`config.mk`:
```
export PLATFORM = sky130hd
export DESIGN_NAME = uart_rx_fifo
export DESIGN_NICKNAME = d
export VERILOG_FILES = /design/src/rtl/uart_pkg.sv /design/src/rtl/uart_rx_fifo.sv
export SDC_FILE = /design/constraint.sdc
export NUM_CORES = 1
export LEC_CHECK = 0
export ABC_CLOCK_PERIOD_IN_PS = 5000
export CAP_MARGIN = 20
export CORE_MARGIN = 5
export CORE_UTILIZATION = 60
export DETAILED_ROUTE_END_ITERATION = 16
export PLACE_DENSITY = 0.79
export SLEW_MARGIN = 20
export SYNTH_ARGS = -nofsm -noshare
export SYNTH_HDL_FRONTEND = slang
export SYNTH_SLANG_ARGS = --single-unit
```
`constraint.sdc`:
```
create_clock -name i_Clk -period 5 [get_ports i_Clk]
set_clock_uncertainty 0.15 [all_clocks]
set_input_delay 1.5 -clock i_Clk [delete_from_list [all_inputs] [get_ports i_Clk]]
set_output_delay 1.5 -clock i_Clk [all_outputs]
set_load 0.05 [all_outputs]
```
`src/rtl/uart_pkg.sv`:
```
// Shared UART definitions used by the RX, TX and FIFO blocks.
package uart_pkg;

  localparam int BYTE_W = 8;

  typedef logic [BYTE_W-1:0] byte_t;

endpackage

```
`src/rtl/uart_rx_fifo.sv`:
```
// Byte FIFO behind the UART receiver: captures every DV-strobed byte and
// presents it on a first-word-fall-through valid/ready read port, with
// occupancy and a sticky overflow flag.
module uart_rx_fifo
  import uart_pkg::*;
#(
  parameter int DEPTH = 16,
  parameter int CNT_W = $clog2(DEPTH + 1)
) (
  input  logic             i_Clk,
  input  logic             i_Reset,
  input  logic             i_RX_DV,
  input  byte_t            i_RX_Byte,
  output byte_t            o_Data,
  output logic             o_Valid,
  input  logic             i_Ready,
  output logic [CNT_W-1:0] o_Count,
  output logic             o_Full,
  output logic             o_Overflow,
  input  logic             i_Clear_Overflow
);

  // DEPTH is a power of two, so the pointers wrap on their own.
  localparam int PTR_W = $clog2(DEPTH);

  byte_t            mem [DEPTH];
  logic [PTR_W-1:0] rd_ptr_reg;
  logic [PTR_W-1:0] wr_ptr_reg;
  logic [CNT_W-1:0] count_reg;
  logic             overflow_reg;

  logic valid;
  logic full;
  logic pop;
  logic write;
  logic drop;

  // Status comes only from registered state; the event decode uses it
  // so a full queue can still accept a byte when it pops the same cycle.
  assign valid = (count_reg != '0);
  assign full  = (count_reg == CNT_W'(DEPTH));
  assign pop   = valid & i_Ready;
  assign write = i_RX_DV & (~full | pop);
  assign drop  = i_RX_DV & full & ~pop;

  // Storage write; the array itself is never cleared, only the pointers.
  always_ff @(posedge i_Clk) begin
    if (write && !i_Reset) begin
      mem[wr_ptr_reg] <= i_RX_Byte;
    end
  end

  // Pointer and occupancy bookkeeping; reset discards everything stored.
  always_ff @(posedge i_Clk) begin
    if (i_Reset) begin
      rd_ptr_reg <= '0;
      wr_ptr_reg <= '0;
      count_reg  <= '0;
    end else begin
      if (write) begin
        wr_ptr_reg <= wr_ptr_reg + PTR_W'(1);
      end
      if (pop) begin
        rd_ptr_reg <= rd_ptr_reg + PTR_W'(1);
      end
      case ({write, pop})
        2'b10:   count_reg <= count_reg + CNT_W'(1);
        2'b01:   count_reg <= count_reg - CNT_W'(1);
        default: count_reg <= count_reg;
      endcase
    end
  end

  // Sticky overflow; a drop in the same cycle as a clear keeps it set.
  always_ff @(posedge i_Clk) begin
    if (i_Reset) begin
      overflow_reg <= 1'b0;
    end else if (drop) begin
      overflow_reg <= 1'b1;
    end else if (i_Clear_Overflow) begin
      overflow_reg <= 1'b0;
    end
  end

  assign o_Valid    = valid;
  assign o_Full     = full;
  assign o_Count    = count_reg;
  assign o_Overflow = overflow_reg;
  assign o_Data     = valid ? mem[rd_ptr_reg] : '0;

endmodule

```
==> results.txt, run 1 <==
* Number of warning messages in the yosys log: 0
- The final route contains 3027 vias.
- The slowest stage of the critical path belongs to the cell sky130_fd_sc_hd__clkdlybuf4s50_1.
- After filler insertion, the fill cell instance count of the layout stands at 586.
- Skew-Pair Late Insertion Delay: 0.52 ns
- Max-cap violations: 0
- Number of buffers added for setup after CTS: 0
- The cell sitting at the root of the clock tree is a sky130_fd_sc_hd__clkbuf_8.
- The startpoint identified for the worst register-to-register timing path is o_Count[1].
* Leakage: 0.00222 uW
- The initialized floorplan defines 36 standard-cell rows.
* Startpoint types: flop
- Counting flops per register, the top entry is mem.
* Power per unit of standard cell area: 537 nW/um^2
- In this run the critical register-to-register path is captured at o_Count[4].
- The worst hold path begins at rd_ptr_reg[1].
- Instance count along the most critical hold path: 2
- Setup violations remaining at the end of the flow were counted as 0.
- Across the whole layout, storage elements account for 4210 sq um.
- Setup total negative slack on the finished layout was measured at 0 ns.
- After detailed routing, the total wire length is 10.9 mm.
* Die boundary height: 109 microns
* Register area share after synthesis: 0.713
* Maximum number of pins on one net before global-route repair: 33
- At the worst endpoint, the arrival time is 3.00 ns.
* Worst-case reg-to-reg path depth: 8
- Counting flops with an async set or reset pin after synthesis yields a share of 0.
- VDD IR max: 363 uV
* Number of antenna violations at the first check in global routing: 0
- Hold_buf cts: 0
- Area of the multi-input gates: 1600 sq um
* Max Slew Vio Count: 0
* Most instantiated flip-flop cell in the synthesis netlist: sky130_fd_sc_hd__edfxtp_1
* Overall routing resource usage: 0.209
- For this configuration, the core starts out at a cell density of 0.609.
- Sum of overflow across all layers after global routing: 0
* Yosys cell types: 45
* H-tree depth reported by CTS: 4
- Longest individual stage delay on the worst path: 0.85 ns
* Number of nets in the synthesized netlist: 340
- The min-delay analysis places its worst path in the category flop to flop.
- Crit Path Max Fanout: 9
- CTS saw 146 sinks.
- Clk slew on worst S/H paths: 0.06 ns
* Die Span X: 109 microns
- Required arrival time at the worst endpoint: 3.35 ns
- Total clock buffers created by CTS: 17
- Capturing element type of the critical path: output port
- Wire length of the first global-routing pass: 17.6 mm
* DR DRC count: 0
- For this run, the detailed router's first-pass iteration total came to 4.
- The count of buffers added on input and output ports is 28.
- A synthesized cell averages 18.4 sq um.
- After floorplanning, the core was sized to cover 9680 sq um.
- Vias in the first global route: 3172
* Maximum achievable frequency: 0.215 GHz
- Worst reg2reg setup slack: 1.97 ns
- Final Hold Fails: 0
- The signal on the critical path passes through clkinv_1, nand2_1, nand2b_1, o22ai_1, clkdlybuf4s50_1.
- Overall die area: 11900 sq um
- The register with the most flip-flops in the layout has 128 of them.
* Placed cells: 470
* Post_cts resized: 0
- Area of the mapped netlist: 5900 sq um
* RSZ-0062 raised after global routing: no
- After the last flow step, the layout net total stands at 376.
* Slew headroom: 0.390
- TritonCTS clock tree: yes
- Routability-driven placement finished with a final weighted congestion of 0.896.
- The clock passes through at most 2 buffers.
- Number of enable flip-flop cells after synthesis: 128
- Half-perimeter wire length after placement: 6.55 mm
- In this run the remaining antenna-violating nets after routing total 0.
* Transition at the pin with the smallest max-transition slack: 0.911 ns
- Final critical path time including I/O delays and setup: 4.65 ns
* # IOs: 29
* Average detailed-routed wire length per instance: 21.8 microns
- In the finished design, the share of the clock period the worst path needs comes to 0.930.
* Ant. Diodes: 0
* Layout overhead on the synthesized area: 17.9%
* Number of flip-flops and latches in the synthesized netlist: 146
- Type of the worst setup path: flop to output port
- Number of DRC violations after detailed-routing iteration 0: 154
- In the routed layout, each cell is associated on average with a via count of 6.03.
- Final non-filler cell total: 502
- In the final layout, the share of cells above drive strength 1 is 0.214.
- The run finished with clean final reports.
- Post-synthesis cell count: 320
## worst max-delay path, delay by kind of cell, from the launching register on
| family | cells | cell delay (ns) |
|---|---|---|
| AO/OA/AOI/OAI | 1 | 0.32 |
| buffers and inverters | 2 | 1.18 |
| flip-flops | 1 | 0.45 |
| AND/OR/NAND/NOR | 2 | 0.52 |
## placed cells by master (no fill, tap or decap), types with 2 or more instances in the layout
| master | instances |
|---|---|
| sky130_fd_sc_hd__o211ai_1 | 2 |
| sky130_fd_sc_hd__nor2_1 | 29 |
| sky130_fd_sc_hd__nor3b_1 | 2 |
| sky130_fd_sc_hd__clkdlybuf4s50_1 | 28 |
| sky130_fd_sc_hd__nor3_1 | 3 |
| sky130_fd_sc_hd__buf_4 | 3 |
| sky130_fd_sc_hd__ha_1 | 7 |
| sky130_fd_sc_hd__o31a_2 | 2 |
| sky130_fd_sc_hd__nand2b_1 | 3 |
| sky130_fd_sc_hd__clkbuf_16 | 22 |
| sky130_fd_sc_hd__edfxtp_1 | 128 |
| sky130_fd_sc_hd__o21a_1 | 2 |
| sky130_fd_sc_hd__dfxtp_1 | 17 |
| sky130_fd_sc_hd__nor2b_1 | 4 |
| sky130_fd_sc_hd__nand2_1 | 9 |
| sky130_fd_sc_hd__mux2i_1 | 19 |
| sky130_fd_sc_hd__a21oi_1 | 4 |
| sky130_fd_sc_hd__xor2_1 | 4 |
| sky130_fd_sc_hd__o21ai_0 | 2 |
| sky130_fd_sc_hd__mux4_2 | 32 |
| sky130_fd_sc_hd__or3_1 | 2 |
| sky130_fd_sc_hd__clkbuf_8 | 3 |
| sky130_fd_sc_hd__a21boi_0 | 2 |
| sky130_fd_sc_hd__clkinv_2 | 2 |
| sky130_fd_sc_hd__inv_4 | 2 |
| sky130_fd_sc_hd__inv_1 | 3 |
| sky130_fd_sc_hd__o22ai_1 | 8 |
## stage by stage
step / setup WS, ns / power, uW / area, sq um / hold slack (ns) / util
detailed placement: 0.587 / 2460 / 6310 / 0.420 / 0.652
global placement: 0.741 / 2440 / 6310 / 0.398 / 0.652
global route: 0.146 / 3880 / 6950 / 0.483 / 0.718
finish: 0.352 / 3730 / 6950 / 0.433 / 0.718
floorplan: 0.662 / 2190 / 5900 / 0.356 / -
CTS: 0.349 / 3760 / 6950 / 0.432 / 0.718
## worst max-delay path by stage
stage                     depth (start not counted)       start    endpoint
after floorplan                                   4  o_Count[4]   o_Data[6]
after global placement                            9     i_RX_DV  o_Count[4]
after detailed placement                          9     i_RX_DV  o_Count[4]
after CTS                                         5  o_Count[4]   o_Data[6]
after global routing                              5  o_Count[1]   o_Data[1]
final                                             5  o_Count[4]   o_Data[7]
## per-layer routing
| metal | GRT usage | share of wire | vias to the layer above |
|---|---|---|---|
| met5 | 0 | 0 | - |
| met2 | 0.337 | 0.52 | 113 |
| met3 | 0.0509 | 0.062 | 16 |
| li1 | - | - | 1366 |
| met4 | 0.0848 | 0.017 | 0 |
| met1 | 0.276 | 0.40 | 1532 |
## cells in the mapped netlist, types with 4 or more instances
library cell,instances,area [sq um]
sky130_fd_sc_hd__mux2i_1,19,190
sky130_fd_sc_hd__ha_1,7,87.6
sky130_fd_sc_hd__a21oi_1,4,20.0
sky130_fd_sc_hd__dfxtp_1,18,360
sky130_fd_sc_hd__nor2b_1,4,25.0
sky130_fd_sc_hd__o22ai_1,8,50.1
sky130_fd_sc_hd__mux4_2,32,721
sky130_fd_sc_hd__nor2_1,29,109
sky130_fd_sc_hd__nand2_1,9,33.8
sky130_fd_sc_hd__clkbuf_1,9,33.8
sky130_fd_sc_hd__xor2_1,4,35.0
sky130_fd_sc_hd__edfxtp_1,128,3840
## cells by family (layout without fill, tap and decap cells)
family	count (synthesis)	in the layout	synth area share
compound gates	31	31	0.0439
xor+xnor	5	5	0.00742
fa+ha+maj	7	7	0.0148
buf+inv	19	68	0.0155
flops	146	146	0.713
mux	53	53	0.158
simple gates	59	59	0.0475
## final cells by class
type / instances / share of cell area
clock buffer: 25 / 0.0851
tap: 133 / 0.0239
multi-input combinational: 155 / 0.231
timing repair buffer: 32 / 0.0464
sequential: 146 / 0.605
inverter: 4 / 0.00216
clock inverter: 7 / 0.00684
## where the power goes
part	internal (uW)	switching, uW	leakage, uW
Combinational	400	623	0.000598
Sequential	1370	52.6	0.00130
Clock	818	473	0.000318
(Power assumes the default switching activity.)
==> run 2, diff against run 1 <==
--- a/config.mk
+++ b/config.mk
@@ -7,7 +7,6 @@
 export LEC_CHECK = 0
 export ABC_CLOCK_PERIOD_IN_PS = 5000
 export CAP_MARGIN = 20
-export CORE_MARGIN = 5
 export CORE_UTILIZATION = 60
 export DETAILED_ROUTE_END_ITERATION = 16
 export PLACE_DENSITY = 0.79
==> results.txt, run 2 (synthesis gave the netlist of run 1 again) <==
- Buffers added to address setup during post-CTS repair amount to 0.
- The setup path with the least slack is of type flop to output port.
- The initial utilization of the core area, before any placement, comes to 0.630.
- The HPWL after detailed placement is 6.81 mm.
* Longest individual stage delay on the worst path: 0.74 ns
- Fillcell total: 563
- For this block, the routed nets add up to 11.5 mm of wire.
- The floorplan step defined a die boundary enclosing 10200 sq um.
- Fraction of final layout cells with drive strength greater than 1: 0.211
- The initial antenna violation count was 0.
- Of the available clock period, the critical path in the final layout requires 0.953.
* Routed via count divided by cell count: 6.12
* Highest-delay cell along the critical path: sky130_fd_sc_hd__clkdlybuf4s50_1
- Count of port buffers added during placement: 28
- Worst path buffer plus inverter count: 1
* Outcome: completed
- Post-DP Area: 6320 sq um
- The worst path meets setup with 0.234 ns of slack.
- Entering global routing, the biggest net connects 33 pins.
- Sum of overflow across all layers after global routing: 0
- The library cell used most frequently in the layout, excluding fill and tap cells, is sky130_fd_sc_hd__edfxtp_1.
- Final-stage net count: 378
- In the final timing run, aggregate negative setup slack is 0 ns.
- The count of cells in the finished layout, fillers not included, comes to 499.
- Number of clock sinks seen by CTS: 146
- Final Hold Fails: 0
* Most frequent cells in the layout: sky130_fd_sc_hd__edfxtp_1 (128), sky130_fd_sc_hd__mux4_2 (32), sky130_fd_sc_hd__nor2_1 (29)
- The worst hold path terminates at wr_ptr_reg[1].
- Across the VDD grid, the largest voltage drop is 321 uV.
- The number of global-route vias before repair was 3125.
* Detailed Routing Iterations Pass 1: 4
- Static timing analysis puts the maximum clock frequency at 0.210 GHz.
- Die boundary height: 101 microns
- Data arrival, critical path: 3.12 ns
* Wire length of the first global-routing pass: 17.6 mm
* Total clock buffers created by CTS: 17
- Source of the worst hold timing path: wr_ptr_reg[1]
* Setup violators final: 0
* Path category of the worst min-delay check: flop to flop
* Utilization after layout: 0.742
* Top Family by Delay on Critical Path: simple AND/OR/NAND/NOR gates
- TritonCTS built the clock tree.
* Max-cap violations: 0
* Worst slack after detailed placement: 0.595 ns
- The H-tree was split into 4 levels.
- Post_cts resized: 0
- At the end of routability-driven placement, the weighted congestion stood at 0.875.
- The routed layout has 3052 vias.
* Sequence of cells on the critical path: nor4_1, nand2_1, nand2b_1, o22ai_1, clkdlybuf4s50_1
- RSZ-0062 raised after global routing: no
- Max FFs per register: 128
* Hold_buf cts: 0
- The floorplan step defined a core boundary enclosing 9370 sq um.
* Buffer cell driving the clock tree root: sky130_fd_sc_hd__clkbuf_8
* Number of rows created at floorplan: 35
* Ant. Diodes: 0
- Capturing element type of the critical path: output port
* Leakage: 0.00220 uW
* Startpoint of the worst-slack reg-to-reg timing path: o_Count[1]
* Slew headroom: 0.357
- Ranked by flip-flop count, first place goes to mem.
- Average detailed-routed wire length per instance: 23.0 microns
- Skew-Pair Late Insertion Delay: 0.52 ns
- Clock-pin slew was measured on the worst setup and hold paths at 0.06 ns.
* Number of DRC violations after detailed-routing iteration 0: 186
- The worst setup path is launched from a flop.
- Power per unit of standard cell area: 542 nW/um^2
* # IOs: 29
- Crit Path Max Fanout: 10
- Data on the critical path is required at its endpoint by 3.35 ns.
- Compared with the post-synthesis result, the final layout area differs by 17.8%.
- Worst reg2reg setup slack: 1.87 ns
- Across every metal layer, demand over resource in global routing totals 0.252.
- Instance count along the most critical hold path: 2
- End of the worst register-to-register path: o_Count[4]
- For the worst flop-to-flop path, the logic depth is 8.
- Max Slew Vio Count: 0
- The number of placed instances, taps included, is 468.
* Transition at the pin with the smallest max-transition slack: 0.961 ns
- With fillers left out, the area of the finished cells amounts to 6950 sq um.
* Die Span X: 101 microns
* Antenna-violating nets left: 0
- Subtracting the final worst setup slack from the clock period gives 4.77 ns.
- DR DRC count: 0
* Largest buffer count on any clock path: 2
[run 2: layout make-up]
cell class,count,area [sq um],share of cell area
flip-flops and latches,146,4210,0.605
clock buffers,18,418,0.0601
clock inverters,13,210,0.0302
well taps,129,161,0.0232
inverters,4,15.0,0.00216
multi-input cells,155,1600,0.231
repair buffers,34,338,0.0486
[run 2: where the power goes]
part / total (uW) / internal (uW) / switching, uW
combinational: 1000 / 400 / 603
sequential: 1430 / 1370 / 64.8
clock: 1330 / 858 / 475
total: 3770 / 2630 / 1140
[run 2: worst register-to-register path, delay by kind of cell (launching register included)]
kind / cells / cell delay (ns)
AO/OA/AOI/OAI: 4 / 1.10
XOR/XNOR: 1 / 0.21
adder cells (fa/ha/maj): 1 / 0.25
flip-flops: 1 / 0.41
multiplexers: 1 / 0.29
AND/OR/NAND/NOR: 1 / 0.62
[run 2: stage by stage]
| step | hold WS [ns] | power [uW] |
|---|---|---|
| final | 0.415 | 3770 |
| after global routing | 0.461 | 3900 |
| after CTS | 0.421 | 3780 |
| after detailed placement | 0.410 | 2450 |
| after global placement | 0.392 | 2430 |
| after floorplan | 0.356 | 2190 |
[run 2: routing by layer]
layer  global-route usage  up-vias  share of wire
met2                0.409      130           0.52
li1                     -     1365              -
met1                0.318     1537           0.40
met5                    0        -              0
met4                0.130        0          0.030
met3               0.0642       20          0.049
[run 2: worst max-delay path by stage]
| stage | from | endpoint | slack [ns] | cells past startpoint |
|---|---|---|---|---|
| after CTS | flop | o_Data[5] | 0.25 | 5 |
| after detailed placement | i_RX_DV | o_Count[4] | 0.59 | 9 |
| after floorplan | o_Count[4] | o_Data[6] | 0.66 | 4 |
| after global routing | o_Count[1] | o_Data[7] | 0.08 | 5 |
| after global placement | i_RX_DV | o_Count[4] | 0.72 | 9 |
| final | o_Count[1] | o_Data[5] | 0.23 | 5 |
